==> src/rtl/mips_alu_exec_unit.sv <==
// EX-stage execution unit: ALU-control decode, registered ALU and iterative HI/LO multiplier.
// Define MIPS_ALU_DIV_EN to add the iterative div/divu path (state DIV).
module mips_alu_exec_unit #(
    parameter int WIDTH   = 32,
    parameter int SHAMT_W = 5
) (
    input  logic               clk,
    input  logic               rstn,
    input  logic               valid_in,
    input  logic [1:0]         aluopex,
    input  logic [5:0]         funct,
    input  logic [SHAMT_W-1:0] shamt,
    input  logic [WIDTH-1:0]   srca,
    input  logic [WIDTH-1:0]   srcb,
    input  logic               flush,
    output logic [WIDTH-1:0]   result,
    output logic               zero,
    output logic               valid_out,
    output logic [3:0]         aluct,
    output logic               stall,
    output logic               illegal
);
    localparam logic [WIDTH-1:0]   ONE_W  = {{(WIDTH-1){1'b0}}, 1'b1};
    localparam logic [2*WIDTH-1:0] ONE_2W = {{(2*WIDTH-1){1'b0}}, 1'b1};
    localparam logic [SHAMT_W-1:0] ONE_C  = {{(SHAMT_W-1){1'b0}}, 1'b1};
    localparam logic [SHAMT_W-1:0] CNT_START = SHAMT_W'(WIDTH - 1);

    typedef enum logic [1:0] {IDLE = 2'd0, MUL = 2'd1, DIV = 2'd2} state_t;

    state_t               state_r;
    logic [WIDTH-1:0]     result_r, hi_r, lo_r, mcand_r;
    logic                 zero_r, valid_out_r, stall_r, illegal_r, neg_q_r;
    logic [3:0]           aluct_r;
    logic [SHAMT_W-1:0]   cnt_r;
    logic [2*WIDTH-1:0]   prod_r;

    logic [3:0]           aluct_s;
    logic                 illegal_s, is_mul_s, is_div_s, signed_op_s;
    logic                 wr_hi_s, wr_lo_s, produces_s, accept_s, neg_s;
    logic [WIDTH-1:0]     result_s, abs_a_s, abs_b_s;
    logic [WIDTH:0]       mul_sum_s;
    logic [2*WIDTH-1:0]   mul_next_s, mul_full_s;

    function automatic logic [WIDTH-1:0] neg_if(input logic [WIDTH-1:0] v, input logic en);
        neg_if = en ? (~v + ONE_W) : v;
    endfunction

    function automatic logic [2*WIDTH-1:0] neg2_if(input logic [2*WIDTH-1:0] v, input logic en);
        neg2_if = en ? (~v + ONE_2W) : v;
    endfunction

    assign accept_s = valid_in && !flush && (state_r == IDLE);

    // ALU-control decode from ALUOP and funct
    always_comb begin
        aluct_s     = 4'b0000;
        illegal_s   = 1'b0;
        is_mul_s    = 1'b0;
        is_div_s    = 1'b0;
        signed_op_s = 1'b0;
        wr_hi_s     = 1'b0;
        wr_lo_s     = 1'b0;
        produces_s  = 1'b1;
        case (aluopex)
            2'b00: aluct_s = 4'b0010;
            2'b01: aluct_s = 4'b0110;
            2'b11: aluct_s = 4'b1110;
            2'b10: begin
                case (funct)
                    6'b100000, 6'b100001: aluct_s = 4'b0010;
                    6'b100010, 6'b100011: aluct_s = 4'b0110;
                    6'b100100: aluct_s = 4'b0000;
                    6'b100101: aluct_s = 4'b0001;
                    6'b100111: aluct_s = 4'b1100;
                    6'b100110: aluct_s = 4'b1101;
                    6'b101010: aluct_s = 4'b0111;
                    6'b101011: aluct_s = 4'b1000;
                    6'b000000: aluct_s = 4'b0011;
                    6'b000010: aluct_s = 4'b0100;
                    6'b000011: aluct_s = 4'b0101;
                    6'b010000: aluct_s = 4'b1001;
                    6'b010010: aluct_s = 4'b1010;
                    6'b010001: begin aluct_s = 4'b1011; wr_hi_s = 1'b1; produces_s = 1'b0; end
                    6'b010011: begin aluct_s = 4'b1011; wr_lo_s = 1'b1; produces_s = 1'b0; end
                    6'b011000: begin aluct_s = 4'b1111; is_mul_s = 1'b1; signed_op_s = 1'b1; produces_s = 1'b0; end
                    6'b011001: begin aluct_s = 4'b1111; is_mul_s = 1'b1; produces_s = 1'b0; end
`ifdef MIPS_ALU_DIV_EN
                    6'b011010: begin aluct_s = 4'b1111; is_div_s = 1'b1; signed_op_s = 1'b1; produces_s = 1'b0; end
                    6'b011011: begin aluct_s = 4'b1111; is_div_s = 1'b1; produces_s = 1'b0; end
`endif
                    default: begin illegal_s = 1'b1; produces_s = 1'b0; end
                endcase
            end
            default: begin illegal_s = 1'b1; produces_s = 1'b0; end
        endcase
    end

    // Single-cycle ALU result selected by the decoded control code
    always_comb begin
        result_s = {WIDTH{1'b0}};
        if (illegal_s) begin
            result_s = {WIDTH{1'b0}};
        end else begin
            case (aluct_s)
                4'b0010: result_s = srca + srcb;
                4'b0110: result_s = srca - srcb;
                4'b0000: result_s = srca & srcb;
                4'b0001: result_s = srca | srcb;
                4'b1100: result_s = ~(srca | srcb);
                4'b1101: result_s = srca ^ srcb;
                4'b0111: result_s = {{(WIDTH-1){1'b0}}, ($signed(srca) < $signed(srcb))};
                4'b1000: result_s = {{(WIDTH-1){1'b0}}, (srca < srcb)};
                4'b0011: result_s = srcb << shamt;
                4'b0100: result_s = srcb >> shamt;
                4'b0101: result_s = $signed(srcb) >>> shamt;
                4'b1001: result_s = hi_r;
                4'b1010: result_s = lo_r;
                4'b1110: result_s = {srcb[WIDTH/2-1:0], {(WIDTH/2){1'b0}}};
                default: result_s = {WIDTH{1'b0}};
            endcase
        end
    end

    // Operand magnitudes and one shift-add multiply step on {upper, multiplier}
    always_comb begin
        abs_a_s    = neg_if(srca, signed_op_s & srca[WIDTH-1]);
        abs_b_s    = neg_if(srcb, signed_op_s & srcb[WIDTH-1]);
        neg_s      = signed_op_s & (srca[WIDTH-1] ^ srcb[WIDTH-1]);
        mul_sum_s  = {1'b0, prod_r[2*WIDTH-1:WIDTH]} + (prod_r[0] ? {1'b0, mcand_r} : {(WIDTH+1){1'b0}});
        mul_next_s = {mul_sum_s, prod_r[WIDTH-1:1]};
        mul_full_s = neg2_if(mul_next_s, neg_q_r);
    end

`ifdef MIPS_ALU_DIV_EN
    logic               neg_r_r;
    logic [WIDTH:0]     div_shift_s, div_diff_s;
    logic [2*WIDTH-1:0] div_next_s;

    // One restoring-division step on {remainder, quotient}
    always_comb begin
        div_shift_s = {prod_r[2*WIDTH-1:WIDTH], prod_r[WIDTH-1]};
        div_diff_s  = div_shift_s - {1'b0, mcand_r};
        if (!div_diff_s[WIDTH]) begin
            div_next_s = {div_diff_s[WIDTH-1:0], prod_r[WIDTH-2:0], 1'b1};
        end else begin
            div_next_s = {div_shift_s[WIDTH-1:0], prod_r[WIDTH-2:0], 1'b0};
        end
    end
`endif

    // Control FSM, HI/LO registers and all registered outputs
    always_ff @(posedge clk or negedge rstn) begin
        if (!rstn) begin
            state_r     <= IDLE;
            result_r    <= {WIDTH{1'b0}};
            zero_r      <= 1'b0;
            valid_out_r <= 1'b0;
            aluct_r     <= 4'b0000;
            stall_r     <= 1'b0;
            illegal_r   <= 1'b0;
            hi_r        <= {WIDTH{1'b0}};
            lo_r        <= {WIDTH{1'b0}};
            mcand_r     <= {WIDTH{1'b0}};
            prod_r      <= {(2*WIDTH){1'b0}};
            cnt_r       <= {SHAMT_W{1'b0}};
            neg_q_r     <= 1'b0;
`ifdef MIPS_ALU_DIV_EN
            neg_r_r     <= 1'b0;
`endif
        end else begin
            valid_out_r <= 1'b0;
            illegal_r   <= 1'b0;
            case (state_r)
                IDLE: begin
                    if (accept_s) begin
                        aluct_r     <= aluct_s;
                        result_r    <= result_s;
                        zero_r      <= (result_s == {WIDTH{1'b0}});
                        valid_out_r <= produces_s;
                        illegal_r   <= illegal_s;
                        if (wr_hi_s) begin
                            hi_r <= srca;
                        end else if (wr_lo_s) begin
                            lo_r <= srca;
                        end else if (is_mul_s) begin
                            state_r <= MUL;
                            stall_r <= 1'b1;
                            cnt_r   <= CNT_START;
                            mcand_r <= abs_a_s;
                            prod_r  <= {{WIDTH{1'b0}}, abs_b_s};
                            neg_q_r <= neg_s;
                        end else if (is_div_s) begin
`ifdef MIPS_ALU_DIV_EN
                            // Divide by zero completes immediately without stalling
                            if (srcb == {WIDTH{1'b0}}) begin
                                hi_r <= srca;
                                lo_r <= {WIDTH{1'b1}};
                            end else begin
                                state_r <= DIV;
                                stall_r <= 1'b1;
                                cnt_r   <= CNT_START;
                                mcand_r <= abs_b_s;
                                prod_r  <= {{WIDTH{1'b0}}, abs_a_s};
                                neg_q_r <= neg_s;
                                neg_r_r <= signed_op_s & srca[WIDTH-1];
                            end
`else
                            state_r <= IDLE;
`endif
                        end else begin
                            state_r <= IDLE;
                        end
                    end else begin
                        state_r <= IDLE;
                    end
                end
                MUL: begin
                    if (flush) begin
                        state_r <= IDLE;
                        stall_r <= 1'b0;
                    end else if (cnt_r == {SHAMT_W{1'b0}}) begin
                        hi_r    <= mul_full_s[2*WIDTH-1:WIDTH];
                        lo_r    <= mul_full_s[WIDTH-1:0];
                        state_r <= IDLE;
                        stall_r <= 1'b0;
                    end else begin
                        prod_r <= mul_next_s;
                        cnt_r  <= cnt_r - ONE_C;
                    end
                end
`ifdef MIPS_ALU_DIV_EN
                DIV: begin
                    if (flush) begin
                        state_r <= IDLE;
                        stall_r <= 1'b0;
                    end else if (cnt_r == {SHAMT_W{1'b0}}) begin
                        lo_r    <= neg_if(div_next_s[WIDTH-1:0], neg_q_r);
                        hi_r    <= neg_if(div_next_s[2*WIDTH-1:WIDTH], neg_r_r);
                        state_r <= IDLE;
                        stall_r <= 1'b0;
                    end else begin
                        prod_r <= div_next_s;
                        cnt_r  <= cnt_r - ONE_C;
                    end
                end
`endif
                default: begin
                    state_r <= IDLE;
                    stall_r <= 1'b0;
                end
            endcase
        end
    end

    assign result    = result_r;
    assign zero      = zero_r;
    assign valid_out = valid_out_r;
    assign aluct     = aluct_r;
    assign stall     = stall_r;
    assign illegal   = illegal_r;
endmodule

==> config.mk <==
export PLATFORM = sky130hd
export DESIGN_NAME = mips_alu_exec_unit
export DESIGN_NICKNAME = d
export VERILOG_FILES = /design/src/rtl/mips_alu_exec_unit.sv
export SDC_FILE = /design/constraint.sdc
export NUM_CORES = 1
export LEC_CHECK = 0
export CORE_ASPECT_RATIO = 2
export CORE_UTILIZATION = 60
export DETAILED_ROUTE_END_ITERATION = 8
export PLACE_DENSITY_LB_ADDON = 0.15
export REMOVE_ABC_BUFFERS = 1
export SYNTH_ARGS = -nofsm -noshare
export SYNTH_HDL_FRONTEND = slang
export SYNTH_SLANG_ARGS = --single-unit
==> constraint.sdc <==
create_clock -name clk -period 4.9 [get_ports clk]
set_input_delay 0.735 -clock clk [delete_from_list [all_inputs] [get_ports clk]]
set_output_delay 0.735 -clock clk [all_outputs]
set_load 0.1 [all_outputs]
==> flow_metrics.env, run 1 <==
export IMPL_io_buffers=120
export IMPL_numPlacedInstances=3955
export IMPL_grt_pass1_wl_um=225100
export IMPL_haltStage="global routing (5_1_grt)"
export IMPL_yosysMostFrequentCell="nand2_1"
export IMPL_place_ws_ns=-0.5536
export IMPL_die_w_um=144.7
export IMPL_hpwl_um=93350
export IMPL_yosys_warnings=0
export IMPL_synth_top_cell_area_share=0.2120
export IMPL_grt_usage=0.7244
export IMPL_synth_common_cells="368 x nand2_1, 261 x o21ai_0, 229 x nor2_1"
export IMPL_io_pins=121
export IMPL_cts_sinks=207
export IMPL_syn_area_per_cell_um2=7.761
export IMPL_asyncSetResetFlopFracSynth=1.000
export IMPL_firstError="[ERROR GRT-0116] Global routing finished with congestion. Check the congestion regions in the DRC Viewer."
export IMPL_clock_path_buffers=3
export IMPL_synth_top_cell_by_area="dfrtp_1"
export IMPL_synth_cell_type_count=97
export IMPL_cts_buffers=22
export IMPL_num_rows=104
export IMPL_synth_edf_count=0
export IMPL_initial_core_util=0.6078
export IMPL_synth_ff_type="dfrtp_1"
export IMPL_grt_max_degree=134
export IMPL_ys_seq_area_frac=0.2120
export IMPL_grt_remaining_overflow=507
export IMPL_post_cts_setup_buffers=0
export IMPL_place_gp_congestion=1.616
export IMPL_syn_inst=3149
export IMPL_synth_cell_area_mm2=0.02444
export IMPL_cts_root_buffer="clkbuf_16"
export IMPL_status="aborted with a tool error"
export IMPL_synth_area_leaders="dfrtp_1 21%, ha_1 6.8%, nand2_1 5.7%"
export IMPL_ctsHtreeMaxLevel=1
export IMPL_grt_pass1_vias=32650
export IMPL_synth_seq_cells=207
export IMPL_die_y_um=287.4
## per-layer routing
metal | GRT overflow | track usage
met1 | 10 | 0.7213
met2 | 312 | 0.9102
met3 | 7 | 0.5453
met4 | 178 | 0.7039
met5 | 0 | 0.2791
## cell families after synthesis
family                     after synthesis  synth area share
AOI/OAI and AO/OA                     1072            0.2971
xor gates and xnor gates               161           0.05770
adders and majority gates              136           0.07055
buffers and inverters                  389           0.06210
DFF                                    207            0.2120
muxes                                  163            0.1001
and+or+nand+nor                       1021            0.2005
## repair_timing
item	in CTS
hold buffers	0
endpoints found under the setup margin	4
gates resized for setup	2
## per-stage QoR
stage / hold slack, ns / area, µm² / setup TNS (ns) / utilization
after floorplan: 0.4391 / 23440 / -52.47 / -
after global placement: 0.4547 / 28610 / -1.011 / 0.7115
after detailed placement: 0.4644 / 28610 / -1.451 / 0.7115
after CTS: 0.2959 / 29360 / 0 / 0.7302
==> run 2: changes to the inputs <==
Settings changed: CORE_ASPECT_RATIO 2 to default, CORE_UTILIZATION 60 to 40.
==> run 2 against run 1 <==
Net effect:
- the flow now finishes without violations
- synthesized cell count did not move
- area after synthesis stayed put
==> flow_metrics.env, run 2 <==
export IMPL_min_path_type="in -> async"
export IMPL_status="completed"
export IMPL_viasPerCell=6.620
export IMPL_synth_seq_cells=207
export IMPL_layout_cells_most_common="buf_4"
export IMPL_clock_path_buffers=3
export IMPL_switching_share=0.4214
export IMPL_final_core_util=0.5328
export IMPL_hpwl_um=117800
export IMPL_skew_ns=0.02739
export IMPL_drtIter0Drc=4327
export IMPL_ant_nets=0
export IMPL_cap_violations=0
export IMPL_antenna_found_initial=3
export IMPL_cp_arrival_ns=5.25
export IMPL_post_route_period_util=0.9808
export IMPL_worstPathRequired_ns=5.35
export IMPL_fill_cells=5777
export IMPL_syn_to_final_growth_pct=31.58
export IMPL_syn_inst=3149
export IMPL_cts_sinks=207
export IMPL_startpoint="srcb[1]"
export IMPL_fin_cells=4555
export IMPL_numPlacedInstances=4509
export IMPL_grt_remaining_overflow=0
export IMPL_hold_viol=0
export IMPL_synth_top_cell_area_share=0.2120
export IMPL_die_area_mm2=0.06209
export IMPL_synth_xor_area_frac=0.05770
export IMPL_clkPwrFrac=0.242
export IMPL_synth_compound_area_frac=0.2971
export IMPL_cp_end_kind="flip-flop"
export IMPL_tritoncts="built"
export IMPL_stdcell_area_mm2=0.03216
export IMPL_setup_tns_ns=0
export IMPL_synthSimpleGateAreaFrac=0.2005
export IMPL_num_rows=90
export IMPL_firstDrtPassIters=6
export IMPL_post_route_min_period_ns=4.806
export IMPL_pwr_share_seq=0.286
export IMPL_slew_limit_headroom=0.1428
export IMPL_synthMuxAreaShare=0.1001
export IMPL_fmaxAchievable_ghz=0.2081
export IMPL_rsz0062_at_grt="no"
export IMPL_worstSetupPathType="in -> reg"
export IMPL_drcViolationCount=0
export IMPL_die_w_um=249.2
export IMPL_synth_ff_type="dfrtp_1"
export IMPL_worstMarginPinSlew_ns=1.253
export IMPL_cts_root_buffer="clkbuf_16"
export IMPL_coreArea_mm2=0.06036
export IMPL_synth_cell_type_count=97
export IMPL_dpl_instance_area_mm2=0.03133
export IMPL_place_ws_ns=-0.5614
export IMPL_io_pins=121
export IMPL_ys_seq_area_frac=0.2120
export IMPL_synth_edf_count=0
export IMPL_p_int_uw=4216
export IMPL_syn_area_per_cell_um2=7.761
export IMPL_synth_top_family_by_area="compound AO/OA/AOI/OAI gates"
export IMPL_yosys_warnings=0
export IMPL_ctsHtreeMaxLevel=1
export IMPL_initial_core_util=0.4049
export IMPL_top_register="prod_r"
export IMPL_drive_gt1_frac=0.2465
export IMPL_io_buffers=120
export IMPL_nNetsFinal=3972
export IMPL_power_leakage_uw=0.01432
export IMPL_power_density_mw_per_mm2=226.6
export IMPL_crit_fanout=6
export IMPL_die_y_um=249.2
export IMPL_cp_start_kind="input pin"
export IMPL_grt_usage=0.4490
export IMPL_ir_drop_mv=0.2743
export IMPL_layout_common_cells="691 x buf_4, 367 x nand2_1, 261 x o21ai_0"
export IMPL_wl_per_cell_um=31.45
export IMPL_synth_fa_ha_area_frac=0.07055
export IMPL_grt_max_degree=112
export IMPL_r2r_start="prod_r[0]"
export IMPL_setup_viol=0
export IMPL_place_gp_congestion=1.106
export IMPL_clk_pin_slew_ns=0.06
export IMPL_routed_wl_um=143200
export IMPL_cts_buffers=23
export IMPL_largest_reg_flops=64
export IMPL_clk_latency_ns=0.55
export IMPL_asyncSetResetFlopFracSynth=1.000
export IMPL_synth_common_cells="368 x nand2_1, 261 x o21ai_0, 229 x nor2_1"
export IMPL_synth_cell_area_mm2=0.02444
export IMPL_combPwrFrac=0.472
export IMPL_grt_pass1_vias=28430
export IMPL_timing_final_ws_setup_ns=0.09404
export IMPL_vias=30160
export IMPL_grt_pass1_wl_um=204200
export IMPL_p_switching_uw=3071
export IMPL_yosysMostFrequentCell="nand2_1"
export IMPL_report_final_slew_viol_count=0
export IMPL_postCtsHoldBufs=0
export IMPL_synth_area_leaders="dfrtp_1 21%, ha_1 6.8%, nand2_1 5.7%"
export IMPL_synth_top_cell_by_area="dfrtp_1"
-- run 2: worst paths after layout --
check | to | slack (ns) | depth (start not counted)
min | cnt_r[0] | 0.26 | 1
max reg2reg | hi_r[31] | 0.29 | 15
max in group asynchronous | result[2] | 3.61 | 2
min reg2reg | mcand_r[26] | 0.47 | 2
min in group clk | mcand_r[26] | 0.47 | 2
max | zero | 0.09 | 20
-- run 2: cells by family after synthesis --
family,count (synthesis)
buffers and inverters,389
flip-flops,207
adder cells (fa/ha/maj),136
AO/OA/AOI/OAI,1072
AND/OR/NAND/NOR,1021
multiplexers,163
XOR/XNOR,161
-- run 2: cell type report --
cell class	instances	area [µm²]	share of cell area
Multi-Input combinational cell	2553	17900	0.5566
Sequential cell	207	5185	0.1612
Clock buffer	35	700.7	0.02179
Clock inverter	4	45.04	0.001401
Antenna cell	4	10.01	0.0003113
Inverter	137	514.2	0.01599
Tap cell	782	978.4	0.03043
Timing Repair Buffer	833	6824	0.2122
-- run 2: power by group through the flow --
stage / Clock, µW / Sequential [µW] / Combinational (µW)
finish: 1760 / 2090 / 3440
global route: 1830 / 2100 / 3570
CTS: 1770 / 2080 / 3330
detailed placement: 0 / 2110 / 3310
global placement: 0 / 2090 / 3290
floorplan: 0 / 2450 / 1220
-- run 2: critical path, cell delays in order --
cell	delay (ns)
clkdlybuf4s50_1	0.47
buf_4	0.17
inv_1	0.09
buf_4	0.15
ha_1	0.29
buf_4	0.18
nor2_1	0.09
o311a_1	0.34
o21ai_0	0.21
buf_4	0.20
and4_1	0.19
buf_4	0.14
o211ai_1	0.15
a311o_1	0.33
a221oi_1	0.29
a21oi_1	0.09
o41ai_1	0.64
buf_4	0.22
nand3b_1	0.08
o31ai_1	0.19
-- run 2: repair_timing --
item | 4_1_cts | 5_1_grt
pin swaps | 0 | 3
endpoints found under the setup margin | 1 | 10
gates resized for setup | 1 | 10
setup buffers | 0 | 3
-- run 2: per-stage QoR --
step	power [µW]	hold WS, ns
3_5_place_dp	5413	0.4634
3_3_place_gp	5384	0.4584
5_1_grt	7495	0.3258
4_1_cts	7168	0.3005
2_1_floorplan	3673	0.4391
6_report	7287	0.2559
-- run 2: routing by layer --
layer / wire length [µm] / track usage / vias up
met3: 18490 / 0.1388 / 376
met2: 58550 / 0.6487 / 2168
met4: 9246 / 0.2342 / 4
li1: - / - / 12950
met1: 56920 / 0.5978 / 14650
met5: 28 / 0 / -
No activity file was read; power rests on OpenSTA's default activity.
==> run 3: changes to the inputs <==
Settings changed: CORE_ASPECT_RATIO from default to 1.75.
Clock period 4.9 ns to 4.5 ns, I/O delays scaled along.
==> run 3 against run 2 <==
Net effect:
- the flow now finishes with violations (capacitance limit, setup timing)
- register-to-register slack worse by 0.27 ns
- largest cell class unchanged
- first-iteration DRC count down 28%
- critical endpoint unchanged
- via count up 2.6%
==> flow_metrics.env, run 3 (synthesized netlist as in run 2, its figures left out) <==
export IMPL_status="complete, but fails checks"
export IMPL_violations="capacitance limit, setup timing"
export IMPL_grt_pass1_wl_um=212400
export IMPL_syn_to_final_growth_pct=39.07
export IMPL_die_area_mm2=0.06213
export IMPL_power_leakage_uw=0.01530
export IMPL_initial_core_util=0.4053
export IMPL_grt_max_degree=98
export IMPL_layout_common_cells="867 x buf_4, 367 x nand2_1, 255 x o21ai_0"
export IMPL_grt_remaining_overflow=0
export IMPL_report_final_slew_viol_count=0
export IMPL_postCtsHoldBufs=0
export IMPL_io_buffers=120
export IMPL_clock_path_buffers=3
export IMPL_drive_gt1_frac=0.2950
export IMPL_hpwl_um=124900
export IMPL_cts_sinks=207
export IMPL_setup_tns_ns=-0.1020
export IMPL_die_w_um=188.8
export IMPL_rrSetupSlack_ns=0.02
export IMPL_grt_usage=0.4775
export IMPL_wl_per_cell_um=32.14
export IMPL_cp_end_kind="flip-flop"
export IMPL_slew_limit_headroom=0.007474
export IMPL_fill_cells=5586
export IMPL_layout_cells_most_common="buf_4"
export IMPL_grt_pass1_vias=31050
export IMPL_post_route_period_util=1.023
export IMPL_coreArea_mm2=0.06030
export IMPL_drcViolationCount=0
export IMPL_clk_latency_ns=0.62
export IMPL_skew_ns=0.06537
export IMPL_worstPathRequired_ns=4.94
export IMPL_timing_final_ws_setup_ns=-0.1020
export IMPL_cp_arrival_ns=5.04
export IMPL_cts_buffers=22
export IMPL_rsz0062_at_grt="yes"
export IMPL_cap_violations=1
export IMPL_post_route_min_period_ns=4.602
export IMPL_final_core_util=0.5636
export IMPL_top_register="prod_r"
export IMPL_cts_root_buffer="clkbuf_16"
export IMPL_ir_drop_mv=0.3233
export IMPL_viasPerCell=6.521
export IMPL_largest_reg_flops=64
export IMPL_setup_viol=1
export IMPL_firstDrtPassIters=6
export IMPL_fmaxAchievable_ghz=0.2173
export IMPL_min_path_type="in -> async"
export IMPL_num_rows=119
export IMPL_worstSetupPathType="in -> reg"
export IMPL_routed_wl_um=152500
export IMPL_vias=30940
export IMPL_place_gp_congestion=1.127
export IMPL_power_density_mw_per_mm2=242.3
export IMPL_worstMarginPinSlew_ns=1.470
export IMPL_ctsHtreeMaxLevel=1
export IMPL_die_y_um=329.0
export IMPL_clk_pin_slew_ns=0.07
export IMPL_io_pins=121
export IMPL_cp_start_kind="input pin"
export IMPL_nNetsFinal=4154
export IMPL_holdWs_ns=0.09819
export IMPL_crit_fanout=11
export IMPL_tritoncts="built"
export IMPL_ant_nets=0
export IMPL_hold_viol=0
export IMPL_drtIter0Drc=3123
export IMPL_antenna_found_initial=9
run 3: cell type report:
type	count	area [µm²]	share of cell area
inverter	137	514.2	0.01513
tap	786	983.4	0.02894
clock buffer	26	595.6	0.01752
sequential	207	5185	0.1526
clock inverter	14	130.1	0.003829
timing repair buffer	1016	8283	0.2437
multi-input combinational	2553	18280	0.5379
antenna	6	15.01	0.0004418
run 3: repair_timing:
item                       CTS  global route
setup buffers                1             7
gates cloned                 0             0
pin swaps                    5            25
setup endpoints to repair    8            14
gates resized for setup     23            74
run 3: critical path, stage by stage:
cell	delay [ns]
clkdlybuf4s50_1	0.46
buf_4	0.17
nor3b_2	0.38
buf_4	0.24
nand2_1	0.08
buf_4	0.14
a21oi_1	0.70
buf_4	0.33
nand2_1	0.21
a31oi_1	0.45
a211oi_2	0.12
a31o_2	0.32
and4_1	0.19
buf_4	0.16
nand4_1	0.30
o31ai_2	0.11
run 3: layer usage:
layer  wire length [µm]  part of all wire  vias to the layer above  track usage
met2              70930              0.47                     1843       0.8005
met4              19740              0.13                        6       0.5133
met5                 40           0.00026                        -            0
li1                   -                 -                    13320            -
met3              11160             0.073                      747      0.08747
met1              50650              0.33                    15030       0.4798
run 3: metrics by stage:
step                setup slack [ns]  instances  power [µW]  instance area, µm²
finish                       -0.1020       4745        8236               33990
global route                -0.03639       4743        8426               33980
CTS                         -0.01730       4732        8037               33550
detailed placement            -1.081       4691        6075               32730
global placement              -1.075       4691        6031               32730
floorplan                     -1.628       2897        3999               23440
run 3: worst paths after layout:
kind,start,endpoint,depth (start not counted)
max reg2reg,prod_r[0],hi_r[31],17
min reg2reg,mcand_r[31],mcand_r[31],2
min,rstn,hi_r[3],1
min in group clk,mcand_r[31],mcand_r[31],2
max,funct[4],zero,16
max in group asynchronous,rstn,prod_r[55],2
run 3: report_power, final:
part	switching, µW	internal, µW	total, µW
Sequential	242	2050	2290
Clock	942	1020	1960
Combinational	2420	1570	3980
